### src/rtl/seven_segment_pkg.sv
// Shared definitions for the seven-segment scan driver: segment patterns,
// the 4-bit digit code type, converter state encoding and sizing helpers.
package seven_segment_pkg;

  // Segment patterns, seg[0]=a (top) ... seg[6]=g (middle), active high
  localparam logic [6:0] SEG_0     = 7'b0111111;
  localparam logic [6:0] SEG_1     = 7'b0000110;
  localparam logic [6:0] SEG_2     = 7'b1011011;
  localparam logic [6:0] SEG_3     = 7'b1001111;
  localparam logic [6:0] SEG_4     = 7'b1100110;
  localparam logic [6:0] SEG_5     = 7'b1101101;
  localparam logic [6:0] SEG_6     = 7'b1111101;
  localparam logic [6:0] SEG_7     = 7'b0000111;
  localparam logic [6:0] SEG_8     = 7'b1111111;
  localparam logic [6:0] SEG_9     = 7'b1101111;
  localparam logic [6:0] SEG_BLANK = 7'b0000000;
  localparam logic [6:0] SEG_DASH  = 7'b1000000;

  // Digit code: 0-9 are decimal values, two spare codes for blank and dash
  typedef logic [3:0] digit_code_t;
  localparam digit_code_t CODE_DASH  = 4'hE;
  localparam digit_code_t CODE_BLANK = 4'hF;

  // Shift-add-3 converter states
  typedef enum logic [1:0] {
    ST_IDLE   = 2'd0,
    ST_SHIFT  = 2'd1,
    ST_COMMIT = 2'd2
  } conv_state_t;

  // Map a digit code onto its segment pattern; unused codes show blank
  function automatic logic [6:0] seg_of(input digit_code_t code);
    logic [6:0] pat;
    case (code)
      4'd0:       pat = SEG_0;
      4'd1:       pat = SEG_1;
      4'd2:       pat = SEG_2;
      4'd3:       pat = SEG_3;
      4'd4:       pat = SEG_4;
      4'd5:       pat = SEG_5;
      4'd6:       pat = SEG_6;
      4'd7:       pat = SEG_7;
      4'd8:       pat = SEG_8;
      4'd9:       pat = SEG_9;
      CODE_DASH:  pat = SEG_DASH;
      default:    pat = SEG_BLANK;
    endcase
    return pat;
  endfunction

  // Number of decimal digits needed for the largest w-bit unsigned value
  function automatic int dec_digits(input int w);
    int v;
    int n;
    v = (1 << w) - 1;
    n = 1;
    while (v >= 10) begin
      v = v / 10;
      n = n + 1;
    end
    return n;
  endfunction

  // 10 raised to n, used for the overflow threshold
  function automatic int unsigned pow10(input int n);
    int unsigned p;
    p = 1;
    for (int i = 0; i < n; i++) p = p * 10;
    return p;
  endfunction

endpackage

### src/rtl/bcd_converter.sv
// Sequential binary-to-BCD engine (shift-add-3). One start pulse captures
// bin; SHIFT runs VALUE_W cycles, then COMMIT holds the result with done=1
// for exactly one cycle. busy covers SHIFT and COMMIT.
module bcd_converter
  import seven_segment_pkg::*;
#(
  parameter int VALUE_W    = 7,
  parameter int OUT_DIGITS = 2
) (
  input  logic                    clock,
  input  logic                    reset_n,
  input  logic                    start,
  input  logic [VALUE_W-1:0]      bin,
  output logic                    busy,
  output logic                    done,
  output logic [4*OUT_DIGITS-1:0] bcd
);

  // Internal digit count must cover every representable input, even when
  // fewer digits are shown; the extra digits still take part in the shifts.
  localparam int NEED_DIGITS = dec_digits(VALUE_W);
  localparam int DIGITS      = (OUT_DIGITS > NEED_DIGITS) ? OUT_DIGITS : NEED_DIGITS;
  localparam int BCD_W       = 4 * DIGITS;
  localparam int SR_W        = BCD_W + VALUE_W;
  localparam int CNT_W       = $clog2(VALUE_W + 1);

  // Combined shift register: BCD digits on top, binary bits below
  logic [SR_W-1:0]  r_sr;
  logic [SR_W-1:0]  w_adj;
  logic [CNT_W-1:0] r_cnt;
  conv_state_t      r_state;
  logic             r_busy;
  logic             r_done;

  // Add 3 to every BCD nibble that is 5 or more before the next shift
  always_comb begin
    w_adj = r_sr;
    for (int d = 0; d < DIGITS; d++) begin
      if (r_sr[VALUE_W + 4*d +: 4] >= 4'd5)
        w_adj[VALUE_W + 4*d +: 4] = r_sr[VALUE_W + 4*d +: 4] + 4'd3;
    end
  end

  // Conversion FSM with registered busy/done
  always_ff @(posedge clock) begin
    if (!reset_n) begin
      r_state <= ST_IDLE;
      r_sr    <= '0;
      r_cnt   <= '0;
      r_busy  <= 1'b0;
      r_done  <= 1'b0;
    end else begin
      case (r_state)
        ST_IDLE: begin
          if (start) begin
            r_sr    <= {{BCD_W{1'b0}}, bin};
            r_cnt   <= '0;
            r_busy  <= 1'b1;
            r_state <= ST_SHIFT;
          end
        end
        ST_SHIFT: begin
          r_sr <= w_adj << 1;
          if (r_cnt == CNT_W'(VALUE_W - 1)) begin
            r_done  <= 1'b1;
            r_state <= ST_COMMIT;
          end else begin
            r_cnt <= r_cnt + 1'b1;
          end
        end
        ST_COMMIT: begin
          r_done  <= 1'b0;
          r_busy  <= 1'b0;
          r_state <= ST_IDLE;
        end
        default: begin
          r_done  <= 1'b0;
          r_busy  <= 1'b0;
          r_state <= ST_IDLE;
        end
      endcase
    end
  end

  assign busy = r_busy;
  assign done = r_done;
  assign bcd  = r_sr[VALUE_W +: 4*OUT_DIGITS];

endmodule

### src/rtl/seven_segment_scan.sv
// Multi-digit time-multiplexed seven-segment driver. A load strobe starts a
// sequential BCD conversion; the result is blanked/overflow-checked and
// committed to a display register, which is scanned onto a shared segment
// bus one digit at a time.
// Optional blinking is enabled by defining SEVEN_SEGMENT_SCAN_BLINK_EN.
module seven_segment_scan
  import seven_segment_pkg::*;
#(
  parameter int N_DIGITS  = 2,
  parameter int VALUE_W   = 7,
  parameter int SCAN_DIV  = 1000
`ifdef SEVEN_SEGMENT_SCAN_BLINK_EN
  , parameter int BLINK_DIV = 25_000_000
`endif
) (
  input  logic                clock,
  input  logic                reset_n,
  input  logic [VALUE_W-1:0]  value,
  input  logic                load,
`ifdef SEVEN_SEGMENT_SCAN_BLINK_EN
  input  logic                blink,
`endif
  output logic                busy,
  output logic                overflow,
  output logic [6:0]          seg,
  output logic [N_DIGITS-1:0] an
);

  localparam int          IDX_W  = (N_DIGITS > 1) ? $clog2(N_DIGITS) : 1;
  localparam int          SC_W   = (SCAN_DIV > 1) ? $clog2(SCAN_DIV) : 1;
  localparam int unsigned LIMIT  = pow10(N_DIGITS);
  localparam logic [N_DIGITS-1:0] AN_ONE = {{(N_DIGITS-1){1'b0}}, 1'b1};

  logic                  w_busy;
  logic                  w_done;
  logic                  w_start;
  logic                  w_value_ovf;
  logic [4*N_DIGITS-1:0] w_bcd;

  logic [SC_W-1:0]       r_scan;
  logic [IDX_W-1:0]      r_idx;
  logic [IDX_W-1:0]      w_idx_next;
  logic                  w_scan_tc;
  logic [N_DIGITS-1:0]   r_an;
  logic [6:0]            r_seg;
  logic                  r_overflow;
  logic                  r_ovf_cap;

  digit_code_t           r_disp     [N_DIGITS];
  digit_code_t           w_new      [N_DIGITS];
  digit_code_t           w_disp_next[N_DIGITS];
  logic                  w_lead;
  logic [3:0]            w_nib;

  // A load is only accepted while no conversion is running
  assign w_start     = load & ~w_busy;
  assign w_value_ovf = (32'(value) >= LIMIT);

  bcd_converter #(
    .VALUE_W    (VALUE_W),
    .OUT_DIGITS (N_DIGITS)
  ) u_conv (
    .clock   (clock),
    .reset_n (reset_n),
    .start   (w_start),
    .bin     (value),
    .busy    (w_busy),
    .done    (w_done),
    .bcd     (w_bcd)
  );

  // Build committed digit codes: dashes on overflow, else blank leading zeros
  always_comb begin
    w_lead = 1'b1;
    w_nib  = 4'd0;
    for (int i = 0; i < N_DIGITS; i++) w_new[i] = CODE_BLANK;
    for (int i = N_DIGITS - 1; i >= 0; i--) begin
      w_nib = w_bcd[4*i +: 4];
      if (r_ovf_cap) begin
        w_new[i] = CODE_DASH;
      end else if ((i != 0) && w_lead && (w_nib == 4'd0)) begin
        w_new[i] = CODE_BLANK;
      end else begin
        w_new[i] = w_nib;
        w_lead   = 1'b0;
      end
    end
  end

  // Display contents after this edge; COMMIT replaces them
  always_comb begin
    for (int i = 0; i < N_DIGITS; i++)
      w_disp_next[i] = w_done ? w_new[i] : r_disp[i];
  end

  // Scan position after this edge
  always_comb begin
    w_scan_tc  = (r_scan == SC_W'(SCAN_DIV - 1));
    w_idx_next = r_idx;
    if (w_scan_tc)
      w_idx_next = (r_idx == IDX_W'(N_DIGITS - 1)) ? '0 : r_idx + 1'b1;
  end

  // Scan counter, registered an/seg, display register and overflow flag
  always_ff @(posedge clock) begin
    if (!reset_n) begin
      r_scan     <= '0;
      r_idx      <= '0;
      r_an       <= AN_ONE;
      r_seg      <= SEG_BLANK;
      r_overflow <= 1'b0;
      r_ovf_cap  <= 1'b0;
      for (int i = 0; i < N_DIGITS; i++) r_disp[i] <= CODE_BLANK;
    end else begin
      r_scan <= w_scan_tc ? '0 : r_scan + 1'b1;
      r_idx  <= w_idx_next;
      r_an   <= AN_ONE << w_idx_next;
      r_seg  <= seg_of(w_disp_next[w_idx_next]);
      for (int i = 0; i < N_DIGITS; i++) r_disp[i] <= w_disp_next[i];
      if (w_start) r_ovf_cap  <= w_value_ovf;
      if (w_done)  r_overflow <= r_ovf_cap;
    end
  end

`ifdef SEVEN_SEGMENT_SCAN_BLINK_EN
  localparam int BL_W = (BLINK_DIV > 1) ? $clog2(BLINK_DIV) : 1;
  logic [BL_W-1:0] r_blink_cnt;
  logic            r_blink_off;

  // Blink phase: toggles every BLINK_DIV cycles while blink is held high
  always_ff @(posedge clock) begin
    if (!reset_n || !blink) begin
      r_blink_cnt <= '0;
      r_blink_off <= 1'b0;
    end else if (r_blink_cnt == BL_W'(BLINK_DIV - 1)) begin
      r_blink_cnt <= '0;
      r_blink_off <= ~r_blink_off;
    end else begin
      r_blink_cnt <= r_blink_cnt + 1'b1;
    end
  end

  assign seg = r_seg & {7{~r_blink_off}};
`else
  assign seg = r_seg;
`endif

  assign an       = r_an;
  assign busy     = w_busy;
  assign overflow = r_overflow;

endmodule

### config.mk
export PLATFORM = sky130hd
export DESIGN_NAME = seven_segment_scan
export DESIGN_NICKNAME = d
export VERILOG_FILES = /design/src/rtl/seven_segment_pkg.sv /design/src/rtl/bcd_converter.sv /design/src/rtl/seven_segment_scan.sv
export SDC_FILE = /design/constraint.sdc
export NUM_CORES = 1
export LEC_CHECK = 0
export BUFFER_PORTS_ARGS = -buffer_cell sky130_fd_sc_hd__buf_4
export CAP_MARGIN = 20
export CORE_MARGIN = 1.5
export CORE_UTILIZATION = 44
export DETAILED_ROUTE_END_ITERATION = 16
export SLEW_MARGIN = 10
export SYNTH_ARGS = -nofsm -noshare
export SYNTH_HDL_FRONTEND = slang
export SYNTH_HIERARCHICAL = 1
export SYNTH_SLANG_ARGS = --single-unit
### constraint.sdc
create_clock -name clock -period 3.9 [get_ports clock]
set_clock_uncertainty 0.2 [all_clocks]
set_input_delay 0.78 -clock clock [delete_from_list [all_inputs] [get_ports clock]]
set_output_delay 0.78 -clock clock [all_outputs]
set_load 0.05 [all_outputs]
### After elaboration in Yosys (flattened, before gate mapping)

Memories as Yosys holds them, arrays and structs flattened. A register that Yosys moved wholly into a read port is not among the register bits.
Cells that the tools add are included.

* flip-flop bits (word level): 41
* bits in writable memories: 8
* bits in read-only memories: 112
* input bits: 10
* output and inout port bits: 11
* memories kept: 2

Memory list
* (name not given): words 16, width 7, rd ports 1, clocked after memory_dff 1, wr ports 0, line seven_segment_pkg.sv:34 `case (code)`
* r_disp: words 2, width 4, rd ports 2, clocked after memory_dff 0, wr ports 2, line seven_segment_scan.sv:49 `digit_code_t r_disp [N_DIGITS];`

* $add $sub $neg: 6
* magnitude comparators: 5
* equal/unequal tests: 6
* shifts and indexed selects: 1
* muxes and demuxes: 29
* bitwise gates (word level): 8
* reductions and logical operators: 10

Operators by type and width (count)
* 4-bit two-way mux: 12
* 19-bit case mux with 2 select lines: 1
* 19-bit two-way mux: 1
* 4-bit by 3-bit >= comparator with 1-bit output (second input constant): 3
* 10-bit by 1-bit adder with 10-bit output (second input constant): 1
* 10-bit equality test (second input constant): 1
* 3-bit two-way mux: 3
* 4-bit by 2-bit adder with 4-bit output (second input constant): 2
* 2-bit AND reduction: 4
* 7-bit >= comparator (second input constant): 1
* 1-bit two-way mux: 6
* 3-bit case mux with 2 select lines: 1
* 4-bit zero test: 1
* 2-bit two-way mux: 2
* 2-bit by 1-bit != test with 1-bit output (second input constant): 2
* 1-bit inverter: 4
* 1-bit case mux with 2 select lines: 2
* 2-bit case mux with 2 select lines: 1
* 3-bit by 1-bit adder with 3-bit output (second input constant): 1
* 3-bit by 2-bit adder with 3-bit output (second input constant): 1
* 3-bit equality test (second input constant): 1
* 3-bit AND reduction: 1
* 2-bit by 1-bit equality test with 1-bit output (second input constant): 1
* 2-bit >= comparator (second input constant): 1
* 10 further kinds: 11

### Longest topological paths before layout

Gate-level depths: netlist (run 1).

* depth in word-level cells: 7
* mapped depth: 11
* depth with buffers taken out: 10

### Modules after synthesis

The synthesis (run 1) kept the hierarchy.

Modules (own cells, without submodules)
* seven_segment_scan: times used 1, cells an instance 142, area an instance 1370.1 µm², sequential area each 580.6 µm²
* bcd_converter: times used 1, cells an instance 129, area an instance 1157.4 µm², sequential area each 440.4 µm²

### Worst setup path after synthesis (run 1)

No wires, ideal clock.

* kind: register to register
* start point: reg r_scan[0]
* end point: reg r_seg[1] (netlist: seg[1])
* setup time: 0.132 ns
* arrival: 2.061 ns
* required time: 3.568 ns
* slack: 1.507 ns
* cell stages (with the launch flop): 9
* path buffers: 0
* clock period less this slack: 2.393 ns
* cells stage by stage: dfxtp_1 -> ha_1 -> nand4b_2 -> nor3_4 -> xnor2_2 -> mux2_4 -> ha_1 -> o21ai_0 -> a21oi_1

* cells in the longest elaborated chain, start to end: 6

RTL lines
* from (decl): line seven_segment_scan.sv:40 `logic [SC_W-1:0] r_scan;`
* from (signal assigned): line seven_segment_scan.sv:115 `r_scan <= w_scan_tc ? '0 : r_scan + 1'b1;`
* 10-bit equality test: line seven_segment_scan.sv:98 `w_scan_tc = (r_scan == SC_W'(SCAN_DIV - 1));`
* 1-bit two-way mux: line seven_segment_scan.sv:100 `if (w_scan_tc)`
* 1-bit inverter with 2-bit output (not written as such): line seven_segment_scan.sv:118 `r_seg <= seg_of(w_disp_next[w_idx_next]);`
* 4-bit two-way mux (not written as such) (3 in a row): line seven_segment_scan.sv:118
* to (decl): line seven_segment_scan.sv:45 `logic [6:0] r_seg;`

Every way passes these cells. The select of a mux whose other input is x is not followed.
A chain may end at the register's enable or synchronous reset.

### Final worst setup path (run 1)

* start point: reg r_scan[0]
* end point: reg r_seg[5] (netlist: seg[5])

Same word-level chain as after synthesis.

==> out/results.tsv, run 1 <==
metric	value	unit
synth.distinct_cells	53	
timing.rr.start	r_scan[0]$_SDFF_PP0_	
diodes	0	
cts-root-buf	clkbuf_8	
vdd_ir_drop_max	0.000260	V
postRouteAntennaNets	0	
synth_cells	271	
outcome	complete, no violations	
dp_hpwl	3140	um
drtPass1Iterations	4	
power_density	367	mW/mm^2
post_cts_resized	0	
power.share.clock	0.378	
grtUsageTotal	0.161	
setup_viol	0	
cts.clk_slew.worst_paths	0.10	ns
worst_slack	1.32	ns
tightestPinTransition	0.560	ns
core_area	0.00554	mm^2
cp_data_arrival_time	2.57	ns
syn2layout_area_growth	9.31	%
crit_end	seg[5]$_SDFF_PN0_	
pwr-share-seq	0.539	
maxCapViolations	0	
final_nets	303	
hp-class	reg2reg	
drt-total-wl	4560	um
grt_pass1_vias	1684	
regToRegEndpoint	seg[5]$_SDFF_PN0_	
tns	0	ns
place_ws	1.34	ns
numPortBuffers	20	
layout-drive-gt1-share	0.203	
rsz0062_at_grt	false	
min_period_over_period	0.661	
crit_fanout	8	
ys_seq_elements	51	
synth_largest_area_cell	dfxtp_1	
path_buf_inv	1	
synthesis.nets	294	
synth.avg_cell_area	9.33	um^2
vias	1791	
drt_iter0_drc	113	
yosysMostFrequentCell	dfxtp_1	
antenna_found_initial	0	
design.die.area	0.00621	mm^2
cp_slowest_stage_delay	0.36	ns
synth_edf_count	0	
synth_top_area_share	0.404	
worstSetupStartpoint	r_scan[0]$_SDFF_PP0_	
grt_max_degree	19	
slew_headroom	0.625	
crit_slowest_cell	dfxtp_1	
power.leakage	1.13	nW
ys_seq_area_frac	0.404	
cts_setup_buffers	0	
combPwrFrac	0.083	
cp.required	3.89	ns
cts_made_buffers	5	
start_util	0.456	
ioPinCount	21	
crit_cells	9	
ctsLongestPathBuffers	2	
gp_congestion	0.771	
synthTopCellsByCount	dfxtp_1, nand2_1, nor2_1	
cts_hold_buf	0	
switching_share	0.235	
end_kind	register	
worst-setup-path-type	reg2reg	
r2r_setup_slack	1.32	ns
slew_violations	0	
synthFlopType	dfxtp_1	
fmax	0.388	GHz
remaining_drc_errors	0	
syn_area	0.00253	mm^2
wl_per_cell	12.9	um
ff2ff_path_depth	9	
p_int	775	uW
fp-row-count	27	
yosysWarnings	6	
synthTopCellsByArea	dfxtp_1, ha_1, nand2_1	
async_flop_share	0	
vias_per_cell	5.07	
start_kind	register	
fillerInstances	550	
crit_chain	ha_1 -> nand4b_2 -> nor3_4 -> xnor2_2 -> mux2i_1 -> inv_1 -> ha_1 -> mux2i_1 -> o32ai_1	
fp.dieW	78.8	um
cts_sinks	51	
htreeDepth	2	
post-route-min-period	2.58	ns
gr-total-overflow	0	
insertion_delay	0.31	ns
grt_pass1_wl	7830	um
hold_viol	0	
fp.dieH	78.8	um
cp_top_family	adder cells	
p_switching	238	uW
cts_tree	yes	
==> registers in the layout (all words and copies together), names as in the netlist <==
signal	count
u_conv/r_sr	15
r_scan	10
r_disp	8
seg	7
u_conv/r_cnt	3
u_conv/r_state	2
an	1
overflow	1
r_idx	1
r_ovf_cap	1
u_conv/busy	1
u_conv/done	1
==> worst register-to-register path, delay by kind of cell, from the launching register on <==
| kind | cells | cell delay (ns) |
|---|---|---|
| mux | 2 | 0.49 |
| compound gates | 1 | 0.10 |
| buf+inv | 1 | 0.16 |
| xor+xnor | 1 | 0.27 |
| fa+ha+maj | 2 | 0.53 |
| simple gates | 2 | 0.38 |
| flops | 1 | 0.36 |
==> power groups by stage <==
stage / registers (mW) / logic, mW / clock network [mW]
after global routing: 0.548 / 0.0946 / 0.416
after detailed placement: 0.558 / 0.0847 / 0
after CTS: 0.546 / 0.0850 / 0.397
after floorplan: 0.559 / 0.0673 / 0
after global placement: 0.558 / 0.0839 / 0
final: 0.546 / 0.0844 / 0.382
==> placed cells by master, fill, tap and decap left out, types with 2 or more instances in the layout <==
cell	n
dfxtp_1	51
nor2_1	29
nand3_1	9
ha_1	13
nand2b_1	7
mux2i_1	6
clkbuf_8	6
buf_4	20
nor2_2	5
a32oi_1	2
o21ai_1	4
o31ai_1	2
mux2_1	2
nor3_1	5
o32ai_1	5
a21oi_1	8
o21ai_0	2
and3_1	2
xor2_1	7
nand2_1	33
inv_2	3
mux2_4	3
inv_1	15
a311oi_2	6
a22oi_1	2
o22ai_1	4
xnor2_1	6
==> worst min-delay path by stage <==
stage | end | depth (start not counted) | slack [ns] | start
finish | r_scan[0]$_SDFF_PP0_ | 1 | 0.25 | r_scan[0]$_SDFF_PP0_
global route | r_scan[0]$_SDFF_PP0_ | 1 | 0.29 | r_scan[0]$_SDFF_PP0_
CTS | r_scan[0]$_SDFF_PP0_ | 1 | 0.26 | r_scan[0]$_SDFF_PP0_
detailed placement | r_scan[0]$_SDFF_PP0_ | 1 | 0.24 | r_scan[0]$_SDFF_PP0_
global placement | r_scan[0]$_SDFF_PP0_ | 1 | 0.23 | r_scan[0]$_SDFF_PP0_
floorplan | r_scan[0]$_SDFF_PP0_ | 1 | 0.22 | r_scan[0]$_SDFF_PP0_
==> per-layer routing <==
metal  wire length (um)  up-vias  track usage
met2               1990       23        0.254
li1                   -      932            -
met1               2350      830        0.210
met3                134        6       0.0414
met5                  0        -            0
met4                 81        0       0.0643
==> area by class of cell <==
cell class | instances | area (um^2) | share of cell area
Clock inverter | 2 | 35.0 | 0.0127
Tap cell | 72 | 90.1 | 0.0326
Clock buffer | 6 | 82.6 | 0.0299
Sequential cell | 51 | 1020 | 0.370
Timing Repair Buffer | 20 | 150 | 0.0543
Inverter | 18 | 67.6 | 0.0245
Multi-Input combinational cell | 184 | 1320 | 0.476
==> logic make-up (layout without fill, tap and decap cells) <==
kind of cell,Yosys count,count (layout),share of synthesized area
compound gates,46,46,0.154
buf+inv,36,46,0.0752
simple gates,98,98,0.187
xor+xnor,14,14,0.0515
flops,51,51,0.404
mux,13,13,0.0639
fa+ha+maj,13,13,0.0644
==> metrics by stage <==
| stage | total power, mW | area (um^2) | hold WS [ns] | utilization | std cells |
|---|---|---|---|---|---|
| after floorplan | 0.626 | 2530 | 0.218 | - | 271 |
| after global placement | 0.641 | 2650 | 0.231 | 0.477 | 345 |
| after detailed placement | 0.642 | 2650 | 0.242 | 0.477 | 345 |
| after CTS | 1.03 | 2760 | 0.255 | 0.499 | 353 |
| after global routing | 1.06 | 2760 | 0.289 | 0.499 | 353 |
| final | 1.01 | 2760 | 0.253 | 0.499 | 353 |
Power figures use the tool's default switching activity.
==> run 2, diff against run 1 <==
==> constraint.sdc (replaced) <==
create_clock -name clock -period 2.3 [get_ports clock]
set_clock_uncertainty 0.2 [all_clocks]
set_input_delay 0.46 -clock clock [delete_from_list [all_inputs] [get_ports clock]]
set_output_delay 0.46 -clock clock [all_outputs]
set_load 0.05 [all_outputs]
==> run 2 against run 1 <==
Net effect: the flow now finishes with violations (negative setup slack); total power grew 57%; final cell count up 4.2%; final area is 6.3% higher; fmax grew 11%; via count grew 3.0%; wire length up 4.6%; first-iteration DRC count decreased by 41%; register-to-register slack worse by 1.3 ns; critical path type unchanged.
==> out/results.tsv, run 2 (same netlist as run 1, synthesis figures left out) <==
metric	value	unit	change
combPwrFrac	0.096		was 0.083
ff2ff_path_depth	8		was 9
largest_reg_flops	15		unchanged
wl_per_cell	13.0	um	was 12.9 um
fmax	0.430	GHz	was 0.388 GHz
highest_layer	met4		unchanged
wl_met3	102	um	was 134 um
cts_made_buffers	5		unchanged
maxCapViolations	0		unchanged
cp_top_family	multiplexers		was adder cells
power.leakage	1.20	nW	was 1.13 nW
p_switching	402	uW	was 238 uW
slew_headroom	0.695		was 0.625
gp_congestion	0.800		was 0.771
grt_max_degree	19		unchanged
antenna_found_initial	0		unchanged
timing.rr.start	r_scan[0]$_SDFF_PP0_		unchanged
power_density	540	mW/mm^2	was 367 mW/mm^2
dp_hpwl	3290	um	was 3140 um
grt_pass1_wl	8280	um	was 7830 um
final_core_util	0.530		was 0.499
placedInstanceArea	0.00277	mm^2	was 0.00265 mm^2
worst_slack	-0.0239	ns	was 1.32 ns
design.die.area	0.00621	mm^2	unchanged
post-route-min-period	2.32	ns	was 2.58 ns
vias_per_cell	5.01		was 5.07
worstSetupStartpoint	r_scan[0]$_SDFF_PP0_		unchanged
pwr-share-seq	0.584		was 0.539
start_util	0.456		unchanged
cts_hold_buf	0		unchanged
wl_met2	2270	um	was 1990 um
cp_data_arrival_time	2.35	ns	was 2.57 ns
insertion_delay	0.31	ns	about the same
remaining_drc_errors	0		unchanged
top_register	u_conv/r_sr		unchanged
hold_start	reset_n		was r_scan[0]$_SDFF_PP0_
cp_slowest_stage_delay	0.39	ns	was 0.36 ns
met1Wirelength	2330	um	was 2350 um
hp-class	in2reg		was reg2reg
final_common_cell	dfxtp_1		unchanged
final_cell_mix	dfxtp_1, nand2_1, buf_4		was dfxtp_1, nand2_1, nor2_1
outcome	finished with violations		was complete, no violations
reg_top3	u_conv/r_sr x15, r_scan x10, r_disp x8		unchanged
end_kind	register		unchanged
diodes	0		unchanged
ioPinCount	21		unchanged
drtPass1Iterations	4		unchanged
power.share.clock	0.320		was 0.378
cts_tree	yes		unchanged
min_period_over_period	1.01		was 0.661
worst-setup-path-type	reg2reg		unchanged
fp.dieW	78.8	um	unchanged
cts.clk_slew.worst_paths	0.09	ns	was 0.10 ns
fp.dieH	78.8	um	unchanged
crit_cells	8		was 9
numPortBuffers	20		unchanged
drt-total-wl	4770	um	was 4560 um
vias	1844		was 1791
regToRegEndpoint	seg[0]$_SDFF_PN0_		was seg[5]$_SDFF_PN0_
path_buf_inv	0		was 1
postRouteAntennaNets	0		unchanged
layout-drive-gt1-share	0.270		was 0.203
switching_share	0.254		was 0.235
drt_iter0_drc	67		was 113
grtUsageTotal	0.171		was 0.161
tightestPinTransition	0.457	ns	was 0.560 ns
start_kind	register		unchanged
rsz0062_at_grt	true		was false
crit_fanout	5		was 8
slew_violations	0		unchanged
crit_end	seg[0]$_SDFF_PN0_		was seg[5]$_SDFF_PN0_
hold_viol	0		unchanged
cp.required	2.32	ns	was 3.89 ns
cts-root-buf	clkbuf_8		unchanged
vdd_ir_drop_max	0.000296	V	was 0.000260 V
core_area	0.00554	mm^2	unchanged
violations	negative setup slack		
crit_chain	ha_4 -> nand4b_4 -> nor3_4 -> xnor2_4 -> mux2_4 -> ha_4 -> mux2_4 -> o32ai_1		was ha_1 -> nand4b_2 -> nor3_4 -> xnor2_2 -> mux2i_1 -> inv_1 -> ha_1 -> mux2i_1 -> o32ai_1
ctsLongestPathBuffers	2		unchanged
htreeDepth	2		unchanged
fin_area	0.00294	mm^2	was 0.00276 mm^2
final_nets	318		was 303
r2r_setup_slack	-0.02	ns	was 1.32 ns
gr-total-overflow	0		unchanged
crit_slowest_cell	mux2_4		was dfxtp_1
fp-row-count	27		unchanged
grt_pass1_vias	1716		was 1684
cts_sinks	51		unchanged
syn2layout_area_growth	16.2	%	was 9.31%
setup_viol	2		was 0
p_int	1.18	mW	was 775 uW
-- run 2: changes by cell type in the layout (fill, tap and decap cells not counted), moves of 2 or more --
cell / change
buf_6: +3
ha_4: +4
ha_1: -4
buf_4: +12
clkbuf_1: +2
dfxtp_2: +2
inv_1: -2
dfxtp_1: -2
-- run 2: worst min-delay path by stage --
| stage | cells after the start | endpoint | slack, ns |
|---|---|---|---|
| floorplan | 2 | u_conv/done$_SDFFE_PN0P_ | 0.22 |
| global placement | 2 | r_disp[0][2]$_SDFF_PN1_ | 0.27 |
| detailed placement | 2 | r_disp[0][4]$_SDFF_PN1_ | 0.27 |
| CTS | 2 | r_disp[0][4]$_SDFF_PN1_ | 0.22 |
| global route | 2 | r_disp[0][0]$_SDFF_PN1_ | 0.22 |
| finish | 2 | r_disp[0][2]$_SDFF_PN1_ | 0.22 |
-- run 2: power by group through the flow --
stage / combinational [mW] / clock [mW] / sequential [mW]
after detailed placement: 0.153 / 0 / 0.946
final: 0.152 / 0.507 / 0.926
after CTS: 0.154 / 0.534 / 0.926
after global placement: 0.152 / 0 / 0.945
after global routing: 0.174 / 0.564 / 0.931
after floorplan: 0.116 / 0 / 0.949
-- run 2: through the flow --
step	setup TNS, ns	instances	hold WS, ns	setup WS, ns	total power, mW
after floorplan	0	271	0.222	0.00314	1.06
after global placement	0	358	0.274	0.0516	1.10
after detailed placement	-0.130	358	0.274	-0.0351	1.10
after CTS	-0.0361	366	0.219	-0.0111	1.61
after global routing	-0.487	368	0.224	-0.0934	1.67
final	-0.0351	368	0.220	-0.0239	1.59
-- run 2: repair_timing --
action	CTS	global route
endpoints found under the setup margin	7	7
gates resized for setup	2	15
pin swaps	0	8
buffers inserted	0	3
-- run 2: routing by layer --
layer | vias to the layer above | GRT usage
li1 | 966 | -
met1 | 857 | 0.230
met2 | 16 | 0.267
met3 | 5 | 0.0414
met4 | 0 | 0.0589
met5 | - | 0
-- run 2: area by class of cell --
| cell class | instances | area [um^2] |
|---|---|---|
| flip-flops and latches | 51 | 1020 |
| fillers | 513 | 2600 |
| repair buffers | 35 | 274 |
| clock inverters | 1 | 5.00 |
| well taps | 72 | 90.1 |
| clock buffers | 7 | 76.3 |
| multi-input cells | 184 | 1400 |
| inverters | 18 | 70.1 |
